## src/rtl/col_os_sequencer_if.sv

```systemverilog
// rtl/col_os_sequencer_if.sv - tile command, stall inputs and core instruction/status bundle
interface col_os_sequencer_if #(
    parameter int ADDR_W = 11,
    parameter int K_W    = 7
);
    logic              start;
    logic [K_W-1:0]    num_k;
    logic [ADDR_W-1:0] xmem_base;
    logic [ADDR_W-1:0] pmem_base;
    logic [ADDR_W-1:0] omem_base;
    logic              l0_full;
    logic              ififo_full;
    logic              ofifo_valid;
    logic [50:0]       inst;
    logic              busy;
    logic              done;

    modport master (
        output start, num_k, xmem_base, pmem_base, omem_base,
        output l0_full, ififo_full, ofifo_valid,
        input  inst, busy, done
    );

    modport slave (
        input  start, num_k, xmem_base, pmem_base, omem_base,
        input  l0_full, ififo_full, ofifo_valid,
        output inst, busy, done
    );
endinterface

```

## src/rtl/col_os_sequencer.sv

```systemverilog
// rtl/col_os_sequencer.sv - output-stationary tile sequencer: fill L0/IFIFO, execute, drain OFIFO to omem
module col_os_sequencer #(
    parameter int ROW    = 8,
    parameter int ADDR_W = 11,
    parameter int K_W    = 7
) (
    input  logic               clk,
    input  logic               reset,
    col_os_sequencer_if.slave  bus
);
    typedef enum logic [2:0] {
        S_IDLE,
        S_FILL,
        S_EXEC,
        S_DRAIN,
        S_STORE,
        S_DONE
    } state_t;

    localparam int ST_W = $clog2(ROW + 1);

    localparam int B_LOAD     = 0;
    localparam int B_EXECUTE  = 1;
    localparam int B_L0_WR    = 2;
    localparam int B_L0_RD    = 3;
    localparam int B_IFIFO_RD = 4;
    localparam int B_IFIFO_WR = 5;
    localparam int B_OFIFO_RD = 6;
    localparam int B_A_X      = 7;
    localparam int B_WEN_X    = 18;
    localparam int B_CEN_X    = 19;
    localparam int B_A_P      = 20;
    localparam int B_WEN_P    = 31;
    localparam int B_CEN_P    = 32;
    localparam int B_ACC      = 33;
    localparam int B_A_O      = 36;
    localparam int B_WEN_O    = 47;
    localparam int B_CEN_O    = 48;
    localparam int B_OLM      = 49;
    localparam int B_SFU      = 50;

    // All SRAMs deselected and write-disabled; every strobe, address and mode bit low.
    localparam logic [50:0] IDLE_WORD = (51'd1 << B_CEN_O) | (51'd1 << B_WEN_O)
                                      | (51'd1 << B_CEN_P) | (51'd1 << B_WEN_P)
                                      | (51'd1 << B_CEN_X) | (51'd1 << B_WEN_X);

    state_t            state_q, state_d;
    logic [K_W-1:0]    num_k_q, num_k_d;
    logic [K_W-1:0]    rd_cnt_q, rd_cnt_d;
    logic [K_W-1:0]    wr_cnt_q, wr_cnt_d;
    logic [K_W-1:0]    ex_cnt_q, ex_cnt_d;
    logic [ST_W-1:0]   st_cnt_q, st_cnt_d;
    logic [ADDR_W-1:0] xbase_q, xbase_d;
    logic [ADDR_W-1:0] pbase_q, pbase_d;
    logic [ADDR_W-1:0] obase_q, obase_d;
    logic              pend_q, pend_d;
    logic              busy_q, busy_d;
    logic              done_q, done_d;
    logic [50:0]       inst_q, inst_d;

    logic [ADDR_W-1:0] xaddr, paddr, oaddr;

    assign xaddr = xbase_q + ADDR_W'(rd_cnt_q);
    assign paddr = pbase_q + ADDR_W'(rd_cnt_q);
    assign oaddr = obase_q + ADDR_W'(st_cnt_q);

    always_comb begin
        state_d  = state_q;
        num_k_d  = num_k_q;
        rd_cnt_d = rd_cnt_q;
        wr_cnt_d = wr_cnt_q;
        ex_cnt_d = ex_cnt_q;
        st_cnt_d = st_cnt_q;
        xbase_d  = xbase_q;
        pbase_d  = pbase_q;
        obase_d  = obase_q;
        pend_d   = 1'b0;
        done_d   = 1'b0;
        inst_d   = IDLE_WORD;

        case (state_q)
            S_IDLE: begin
                if (bus.start) begin
                    num_k_d  = bus.num_k;
                    xbase_d  = bus.xmem_base;
                    pbase_d  = bus.pmem_base;
                    obase_d  = bus.omem_base;
                    rd_cnt_d = '0;
                    wr_cnt_d = '0;
                    ex_cnt_d = '0;
                    st_cnt_d = '0;
                    if (bus.num_k == '0) begin
                        state_d = S_DONE;
                        done_d  = 1'b1;
                    end else begin
                        state_d = S_FILL;
                    end
                end
            end

            S_FILL: begin
                // pend_q marks an SRAM read visible this cycle; its data lands in L0/IFIFO next cycle.
                if (pend_q) begin
                    inst_d[B_L0_WR]    = 1'b1;
                    inst_d[B_IFIFO_WR] = 1'b1;
                    wr_cnt_d           = wr_cnt_q + K_W'(1);
                end
                if (wr_cnt_q == num_k_q) begin
                    state_d             = S_EXEC;
                    ex_cnt_d            = '0;
                    inst_d[B_EXECUTE]   = 1'b1;
                    inst_d[B_L0_RD]     = 1'b1;
                    inst_d[B_IFIFO_RD]  = 1'b1;
                end else if (rd_cnt_q < num_k_q && !bus.l0_full && !bus.ififo_full) begin
                    inst_d[B_CEN_X]       = 1'b0;
                    inst_d[B_CEN_P]       = 1'b0;
                    inst_d[B_A_X +: 11]   = 11'(xaddr);
                    inst_d[B_A_P +: 11]   = 11'(paddr);
                    rd_cnt_d              = rd_cnt_q + K_W'(1);
                    pend_d                = 1'b1;
                end
            end

            S_EXEC: begin
                ex_cnt_d = ex_cnt_q + K_W'(1);
                if (ex_cnt_q == num_k_q - K_W'(1)) begin
                    state_d = S_DRAIN;
                end else begin
                    inst_d[B_EXECUTE]  = 1'b1;
                    inst_d[B_L0_RD]    = 1'b1;
                    inst_d[B_IFIFO_RD] = 1'b1;
                end
            end

            S_DRAIN: begin
                if (bus.ofifo_valid) begin
                    state_d = S_STORE;
                end
            end

            S_STORE: begin
                if (st_cnt_q == ST_W'(ROW)) begin
                    state_d = S_DONE;
                    done_d  = 1'b1;
                end else if (bus.ofifo_valid) begin
                    inst_d[B_OFIFO_RD]  = 1'b1;
                    inst_d[B_SFU]       = 1'b1;
                    inst_d[B_OLM]       = 1'b1;
                    inst_d[B_CEN_O]     = 1'b0;
                    inst_d[B_WEN_O]     = 1'b0;
                    inst_d[B_A_O +: 11] = 11'(oaddr);
                    st_cnt_d            = st_cnt_q + ST_W'(1);
                end
            end

            S_DONE: begin
                state_d = S_IDLE;
            end

            default: begin
                state_d = S_IDLE;
            end
        endcase

        busy_d = (state_d != S_IDLE);
    end

    always_ff @(posedge clk or negedge reset) begin
        if (!reset) begin
            state_q  <= S_IDLE;
            num_k_q  <= '0;
            rd_cnt_q <= '0;
            wr_cnt_q <= '0;
            ex_cnt_q <= '0;
            st_cnt_q <= '0;
            xbase_q  <= '0;
            pbase_q  <= '0;
            obase_q  <= '0;
            pend_q   <= 1'b0;
            busy_q   <= 1'b0;
            done_q   <= 1'b0;
            inst_q   <= IDLE_WORD;
        end else begin
            state_q  <= state_d;
            num_k_q  <= num_k_d;
            rd_cnt_q <= rd_cnt_d;
            wr_cnt_q <= wr_cnt_d;
            ex_cnt_q <= ex_cnt_d;
            st_cnt_q <= st_cnt_d;
            xbase_q  <= xbase_d;
            pbase_q  <= pbase_d;
            obase_q  <= obase_d;
            pend_q   <= pend_d;
            busy_q   <= busy_d;
            done_q   <= done_d;
            inst_q   <= inst_d;
        end
    end

    assign bus.inst = inst_q;
    assign bus.busy = busy_q;
    assign bus.done = done_q;
endmodule
```

## src/flat_wrapper.sv

```systemverilog
// flat-port wrapper written by rule: the top's interface ports become plain ports
module col_os_sequencer_flat 
#(
    parameter int ROW    = 8,
    parameter int ADDR_W = 11,
    parameter int K_W    = 7
)
  (clk, reset, bus_start, bus_num_k, bus_xmem_base, bus_pmem_base, bus_omem_base, bus_l0_full, bus_ififo_full, bus_ofifo_valid, bus_inst, bus_busy, bus_done);
  col_os_sequencer_if #(.ADDR_W(ADDR_W), .K_W(K_W)) bus_i ();
  input  logic clk;
  input  logic reset;
  input wire logic [$bits(bus_i.start)-1:0] bus_start;
  input wire logic [$bits(bus_i.num_k)-1:0] bus_num_k;
  input wire logic [$bits(bus_i.xmem_base)-1:0] bus_xmem_base;
  input wire logic [$bits(bus_i.pmem_base)-1:0] bus_pmem_base;
  input wire logic [$bits(bus_i.omem_base)-1:0] bus_omem_base;
  input wire logic [$bits(bus_i.l0_full)-1:0] bus_l0_full;
  input wire logic [$bits(bus_i.ififo_full)-1:0] bus_ififo_full;
  input wire logic [$bits(bus_i.ofifo_valid)-1:0] bus_ofifo_valid;
  output wire logic [$bits(bus_i.inst)-1:0] bus_inst;
  output wire logic [$bits(bus_i.busy)-1:0] bus_busy;
  output wire logic [$bits(bus_i.done)-1:0] bus_done;
  assign bus_i.start = bus_start;
  assign bus_i.num_k = bus_num_k;
  assign bus_i.xmem_base = bus_xmem_base;
  assign bus_i.pmem_base = bus_pmem_base;
  assign bus_i.omem_base = bus_omem_base;
  assign bus_i.l0_full = bus_l0_full;
  assign bus_i.ififo_full = bus_ififo_full;
  assign bus_i.ofifo_valid = bus_ofifo_valid;
  assign bus_inst = bus_i.inst;
  assign bus_busy = bus_i.busy;
  assign bus_done = bus_i.done;
  col_os_sequencer #(.ROW(ROW), .ADDR_W(ADDR_W), .K_W(K_W)) u_core (.clk(clk), .reset(reset), .bus(bus_i));
endmodule
```

## config.mk

```make
export PLATFORM = sky130hd
export DESIGN_NAME = col_os_sequencer_flat
export DESIGN_NICKNAME = d
export VERILOG_FILES = /design/src/rtl/col_os_sequencer_if.sv /design/src/rtl/col_os_sequencer.sv /design/src/flat_wrapper.sv
export SDC_FILE = /design/constraint.sdc
export NUM_CORES = 1
export LEC_CHECK = 0
export ABC_CLOCK_PERIOD_IN_PS = 2700
export CELL_PAD_IN_SITES_DETAIL_PLACEMENT = 0
export CELL_PAD_IN_SITES_GLOBAL_PLACEMENT = 1
export CORE_MARGIN = 2
export CORE_UTILIZATION = 30
export DETAILED_ROUTE_END_ITERATION = 8
export PLACE_DENSITY = 0.65
export SYNTH_ARGS = -nofsm -noshare
export SYNTH_HDL_FRONTEND = slang
export SYNTH_SLANG_ARGS = --single-unit
export TNS_END_PERCENT = 5
```

## constraint.sdc

```tcl
create_clock -name clk -period 2.7 [get_ports clk]
set_clock_uncertainty 0.05 [all_clocks]
set_input_delay 0.405 -clock clk [delete_from_list [all_inputs] [get_ports clk]]
set_output_delay 0.405 -clock clk [all_outputs]
set_load 0.02 [all_outputs]
```

# [Word level (Yosys, flattened, before mapping)]
# Cells that the tools add are included.
[totals] ff_bits=116 input_bits=46 output_inout_bits=53 wordCells=100
[op_classes] add_sub_neg=8 magnitude_cmp=1 n_eq_ne=14 muxes=49 n_reduce_logical=15
[op_table] op="15-bit two-way mux" count=3
[op_table] op="12-bit two-way mux" count=3
[op_table] op="7-bit two-way mux" count=5
[op_table] op="11-bit two-way mux" count=3
[op_table] op="7-bit case mux with 2 select lines" count=2
[op_table] op="11-bit by 7-bit adder with 11-bit output" count=2
[op_table] op="7-bit by 1-bit adder with 7-bit output, second input constant" count=3
[op_table] op="7-bit case mux with 3 select lines" count=1
[op_table] op="3-bit two-way mux" count=6
[op_table] op="1-bit two-way mux" count=16
[op_table] op="3-bit case mux with 5 select lines" count=1
[op_table] op="7-bit == test" count=2
[op_table] op="4-bit two-way mux" count=3
[op_table] op="11-bit by 4-bit adder with 11-bit output" count=1
[op_table] op="2-bit != test, second input constant" count=4
[op_table] op="4-bit case mux with 2 select lines" count=1
[op_table] op="4-bit AND reduction" count=2
[op_table] op="7-bit zero test" count=1
[op_table] op="7-bit < comparator" count=1
[op_table] op="7-bit by 1-bit subtractor with 7-bit output, second input constant" count=1
[op_table] op="3-bit by 2-bit == test with 1-bit output, second input constant" count=2
[op_table] op="2-bit by 1-bit != test with 1-bit output, second input constant" count=3
[op_table] op="3-bit AND reduction" count=2
[op_table] op="3-bit nonzero test" count=2
[op_table] op="other kinds (12)" count=17

# [Logic depth before layout (Yosys ltp)]
[logic_depth] ltp_word=6 mapped_depth=9 mapped_depth_nobuf=7

# [Least setup slack after synthesis]
# No wires, ideal clock.
[synth_path] path_type="flip-flop to flip-flop" startpoint="register u_core.rd_cnt_q[0]" endpoint="register u_core.inst_q[26] (netlist: u_core.bus.inst[26])" setup_ns=0.077 arrival_ns=1.965 required_ns=2.573 path_slack_ns=0.608 path_stages_with_launch=8 n_path_buf=0 synth_period_minus_slack_ns=2.092 path_cell_list="dfrtp_1 ha_1 fa_1 a21o_1 a21o_1 a2111oi_0 a41oi_1 a21oi_1"
[synth_between] elab_chain_len=6 word_cells_on_any_way=7 classes_between="add/sub: 1; order compare: 1; mux: 3; reduce/logical: 2"
[synth_rtl] item="start, declared" line="col_os_sequencer.sv:49" source="logic [K_W-1:0] rd_cnt_q, rd_cnt_d;"
[synth_rtl] item="start signal, assigned" line="col_os_sequencer.sv:186" source="rd_cnt_q <= rd_cnt_d;"
[synth_rtl] item="7-bit < comparator" line="col_os_sequencer.sv:114" source="end else if (rd_cnt_q < num_k_q && !bus.l0_full && !bus.ififo_full) begin"
[synth_rtl] item="1-bit logical AND (2 in a row)" line="col_os_sequencer.sv:114"
[synth_rtl] item="12-bit two-way mux *" line="col_os_sequencer.sv:114"
[synth_rtl] item="12-bit two-way mux *" line="col_os_sequencer.sv:108" source="if (wr_cnt_q == num_k_q) begin"
[synth_rtl] item="12-bit two-way mux *" line="col_os_sequencer.sv:81" source="case (state_q)"
[synth_rtl] item="named net u_core.inst_d[26]" line="col_os_sequencer.sv:59" source="logic [50:0] inst_q, inst_d;"
[synth_rtl] item="end signal, assigned" line="col_os_sequencer.sv:196" source="inst_q <= inst_d;"
[synth_rtl] item="end, declared" line="col_os_sequencer.sv:59"
# Mark *: on every way through the listed nets, which the timed path passes. The rest lies on a longest branch.
# A chain may end at the register's enable or synchronous reset.

# [Worst setup path in the final report]
[layout_path] startpoint="register u_core.rd_cnt_q[6]" endpoint="register u_core.rd_cnt_q[2]"
[layout_between] elab_chain_len=5
[layout_rtl] item="7-bit < comparator" line="col_os_sequencer.sv:114"
[layout_rtl] item="1-bit logical AND (2 in a row)" line="col_os_sequencer.sv:114"
[layout_rtl] item="2-bit by 1-bit != test with 1-bit output (no source line)"
[layout_rtl] item="4-bit AND reduction (no source line)"
# Every way passes these cells.

==> impl_metrics.csv <==
group,metric,value,unit
run_status,outcome,"completed",
worst_setup_path,crit_required,2.89,ns
synthesis,async_reset_ff_frac,1.000,
clocking,cts_resized,0,
clocking,clock_latency,0.35,ns
placement,gp_congestion,0.8143,
finish,final_nets,765,
clocking,cts_max_path_buffers,2,
power_and_ir_drop,powerDensity,948.6,nW/um2
synthesis,yosysWarnings,0,
synthesis,ys_seq_area_frac,0.4697,
timing,hold_viol_final,0,
worst_setup_path,reg2regPathDepth,5,
timing,timing.final.crit_share,0.8727,
timing,grt_setup_unrepaired,"no",
timing,fmax,424.4,MHz
drt,firstDrtPassIters,5,
synthesis,synthAdderAreaFrac,0.07490,
synthesis,synth_area_leaders,"dfrtp_1 46%, nand2_1 8.5%, ha_1 6.5%",
run,drv_cap,0,
clocking,cts.sinks,109,
timing,drv_slew,0,
synthesis,synth_xor_xnor_area_share,0.06307,
synthesis,synth_largest_area_cell,"dfrtp_1",
global_route,antenna_found_initial,0,
finish,synthToLayoutAreaGrowth,24.75,%
power_and_ir_drop,p_leak,0.003439,uW
finish,final_common_cell,"nand2_1",
timing,setup_viol,0,
worst_setup_path,crit_path_start_kind,"flip-flop",
synthesis,synthCells,604,
synthesis,synth_top_area_frac,0.4606,
synthesis,ys.flop_type,"dfrtp_1",
synthesis,yosys.area_share.simple,0.2086,
drt,routed_wl,13860,um
drt,vias,4480,
synthesis,synth_area_per_cell,9.624,um2
finish,final_cell_mix,"131 x nand2_1, 107 x dfrtp_1, 91 x clkdlybuf4s50_1, 42 x nor2_1, 30 x ha_1",
global_route,grt_usage,0.1382,
clocking,root_buffer,"clkbuf_16",
worst_setup_path,critical_path_class,"reg2reg",
global_route,grt_first_pass_wirelength,22250,um
floorplan,ios,99,
synthesis,synth-seq-cells,109,
synthesis,synthMuxAreaShare,0.007103,
drt,wl_per_cell,14.58,um
drt,drc_errors,0,
clocking,path_clk_slew,0.08,ns
floorplan,core_area,18830,um2
global_route,grt_pass1_vias,4389,
timing,tightestPinTransition,0.6926,ns
drt,drt_iter0_markers,238,
floorplan,rows,50,
synthesis,synth_edf_count,0,
synthesis,synth_top_family_by_area,"simple AND/OR/NAND/NOR gates",
floorplan,dieWidth,143.2,um
worst_setup_path,r2r-start,"u_core.rd_cnt_q[6]$_DFFE_PN0P_",
worst_setup_path,crit_path_end_kind,"flip-flop",
clocking,cts_tree,"yes",
global_route,grt_max_degree,53,
drt,via_per_inst,4.711,
global_route,gr-total-overflow,0,
clocking,cts_buffers,9,
finish,diodes,0,
synthesis,syn-cell-area,5813,um2
worst_setup_path,reg2reg_to,"u_core.rd_cnt_q[2]$_DFFE_PN0P_",
power_and_ir_drop,p_total,6879,uW
worst_setup_path,rrSetupSlack,0.34,ns
placement,numPortBuffers,92,
synthesis,synth_compound_area_frac,0.1242,
worst_setup_path,cp_max_fo,11,
timing,fin_crit,2.356,ns
placement,dp_hpwl,10190,um
floorplan,die_h,143.2,um
clocking,ctsHoldBuffers,0,
finish,drive_gt1_frac,0.06512,
min_path,hold_path_class,"in2async",
timing,tns,0,ns
clocking,htreeDepth,3,
floorplan,start_util,0.3087,
drt,drtAntennaViolNets,0,
placement,preCtsSetupSlack,0.2928,ns
timing,slew_headroom,0.5383,
timing,worst_slack,0.3436,ns
clocking,post_cts_buffers,0,
floorplan,die_area,20510,um2
power_and_ir_drop,peakVddDrop,0.3779,mV
worst_setup_path,crit_arrival,2.55,ns
synthesis,ys_types,65,
==> metal layers <==
layer | wire length, um | part of all wire | GRT usage
met5 | 0 | 0 | 0
met2 | 6384 | 0.46 | 0.2216
met1 | 6702 | 0.48 | 0.1876
met4 | 284 | 0.020 | 0.05836
met3 | 492 | 0.035 | 0.01878
==> area by class of cell <==
cell class,count,area [um2]
Fill cell,1857,11580
Multi-Input combinational cell,446,2809
Sequential cell,109,2730
Timing Repair Buffer,102,993.5
Tap cell,260,325.3
Clock buffer,11,242.7
Clock inverter,5,83.83
Inverter,18,67.56
==> critical path, cell delays in order (launching register included) <==
cell and delay, ns:
dfrtp_1 0.45, ha_1 0.38, a211o_1 0.31, a2111oi_4 0.65, a31oi_1 0.18, a41o_1 0.22
==> report_power, final <==
group,leakage (uW),switching (uW),internal (uW)
Sequential,0.00143,521,2110
Clock,0.000152,622,842
Combinational,0.00185,1590,1200
==> per-stage QoR <==
step	std cells	hold slack (ns)	utilization	instance area [um2]
final	951	0.04776	0.3851	7252
after global placement	935	0.4149	0.3678	6925
after CTS	951	0.07087	0.3851	7252
after global routing	951	0.1138	0.3851	7252
after floorplan	608	0.05941	-	5828
after detailed placement	935	0.4221	0.3678	6925
==> worst max-delay path by stage <==
stage	startpoint	endpoint	slack, ns	cells past startpoint
floorplan	u_core.rd_cnt_q[0]$_DFFE_PN0P_	u_core.bus.inst[26]$_DFF_PN0_	0.61	7
global placement	bus_l0_full	u_core.rd_cnt_q[6]$_DFFE_PN0P_	0.35	5
detailed placement	bus_l0_full	u_core.rd_cnt_q[2]$_DFFE_PN0P_	0.29	5
finish	u_core.rd_cnt_q[6]$_DFFE_PN0P_	u_core.rd_cnt_q[2]$_DFFE_PN0P_	0.34	5
global route	u_core.rd_cnt_q[0]$_DFFE_PN0P_	u_core.bus.inst[17]$_DFF_PN0_	0.15	7
CTS	u_core.rd_cnt_q[6]$_DFFE_PN0P_	u_core.rd_cnt_q[2]$_DFFE_PN0P_	0.32	5
==> synth_stat cells, types with 3 or more instances <==
cell       count
a2111oi_0      3
a211oi_1       6
a21o_1        11
a21oi_1       22
a22o_1         3
a31oi_1        9
a41o_1         5
and2_1         6
and3_1        10
and4_1         3
buf_2         10
buf_4         15
buf_6          4
clkbuf_1       6
dfrtp_1      107
fa_1           3
ha_1          30
inv_1         17
mux2i_1        3
nand2_1      131
nand2b_1       4
nand3_1        8
nand4_1        9
nor2_1        42
nor2b_1        3
nor3_1        13
nor4_1         3
o21a_1         3
o21ai_0       23
o21bai_1       3
o31ai_1        4
or3_1          7
xnor2_1       13
xor2_1        27
==> cell families after synthesis <==
| kind of cell | after synthesis |
|---|---|
| multiplexers | 4 |
| AO/OA/AOI/OAI | 105 |
| flip-flops | 109 |
| XOR/XNOR | 41 |
| AND/OR/NAND/NOR | 257 |
| adder cells (fa/ha/maj) | 33 |
| other | 2 |
| buffers and inverters | 53 |
==> sequential cells by signal, summed over array words and instances, names as in the netlist, 3 cells and up <==
| register | flops |
|---|---|
| u_core.bus.inst | 38 |
| u_core.obase_q | 11 |
| u_core.pbase_q | 11 |
| u_core.xbase_q | 11 |
| u_core.ex_cnt_q | 7 |
| u_core.num_k_q | 7 |
| u_core.rd_cnt_q | 7 |
| u_core.wr_cnt_q | 7 |
| u_core.st_cnt_q | 4 |
| u_core.state_q | 3 |
No activity file was read; power rests on OpenSTA's default activity.
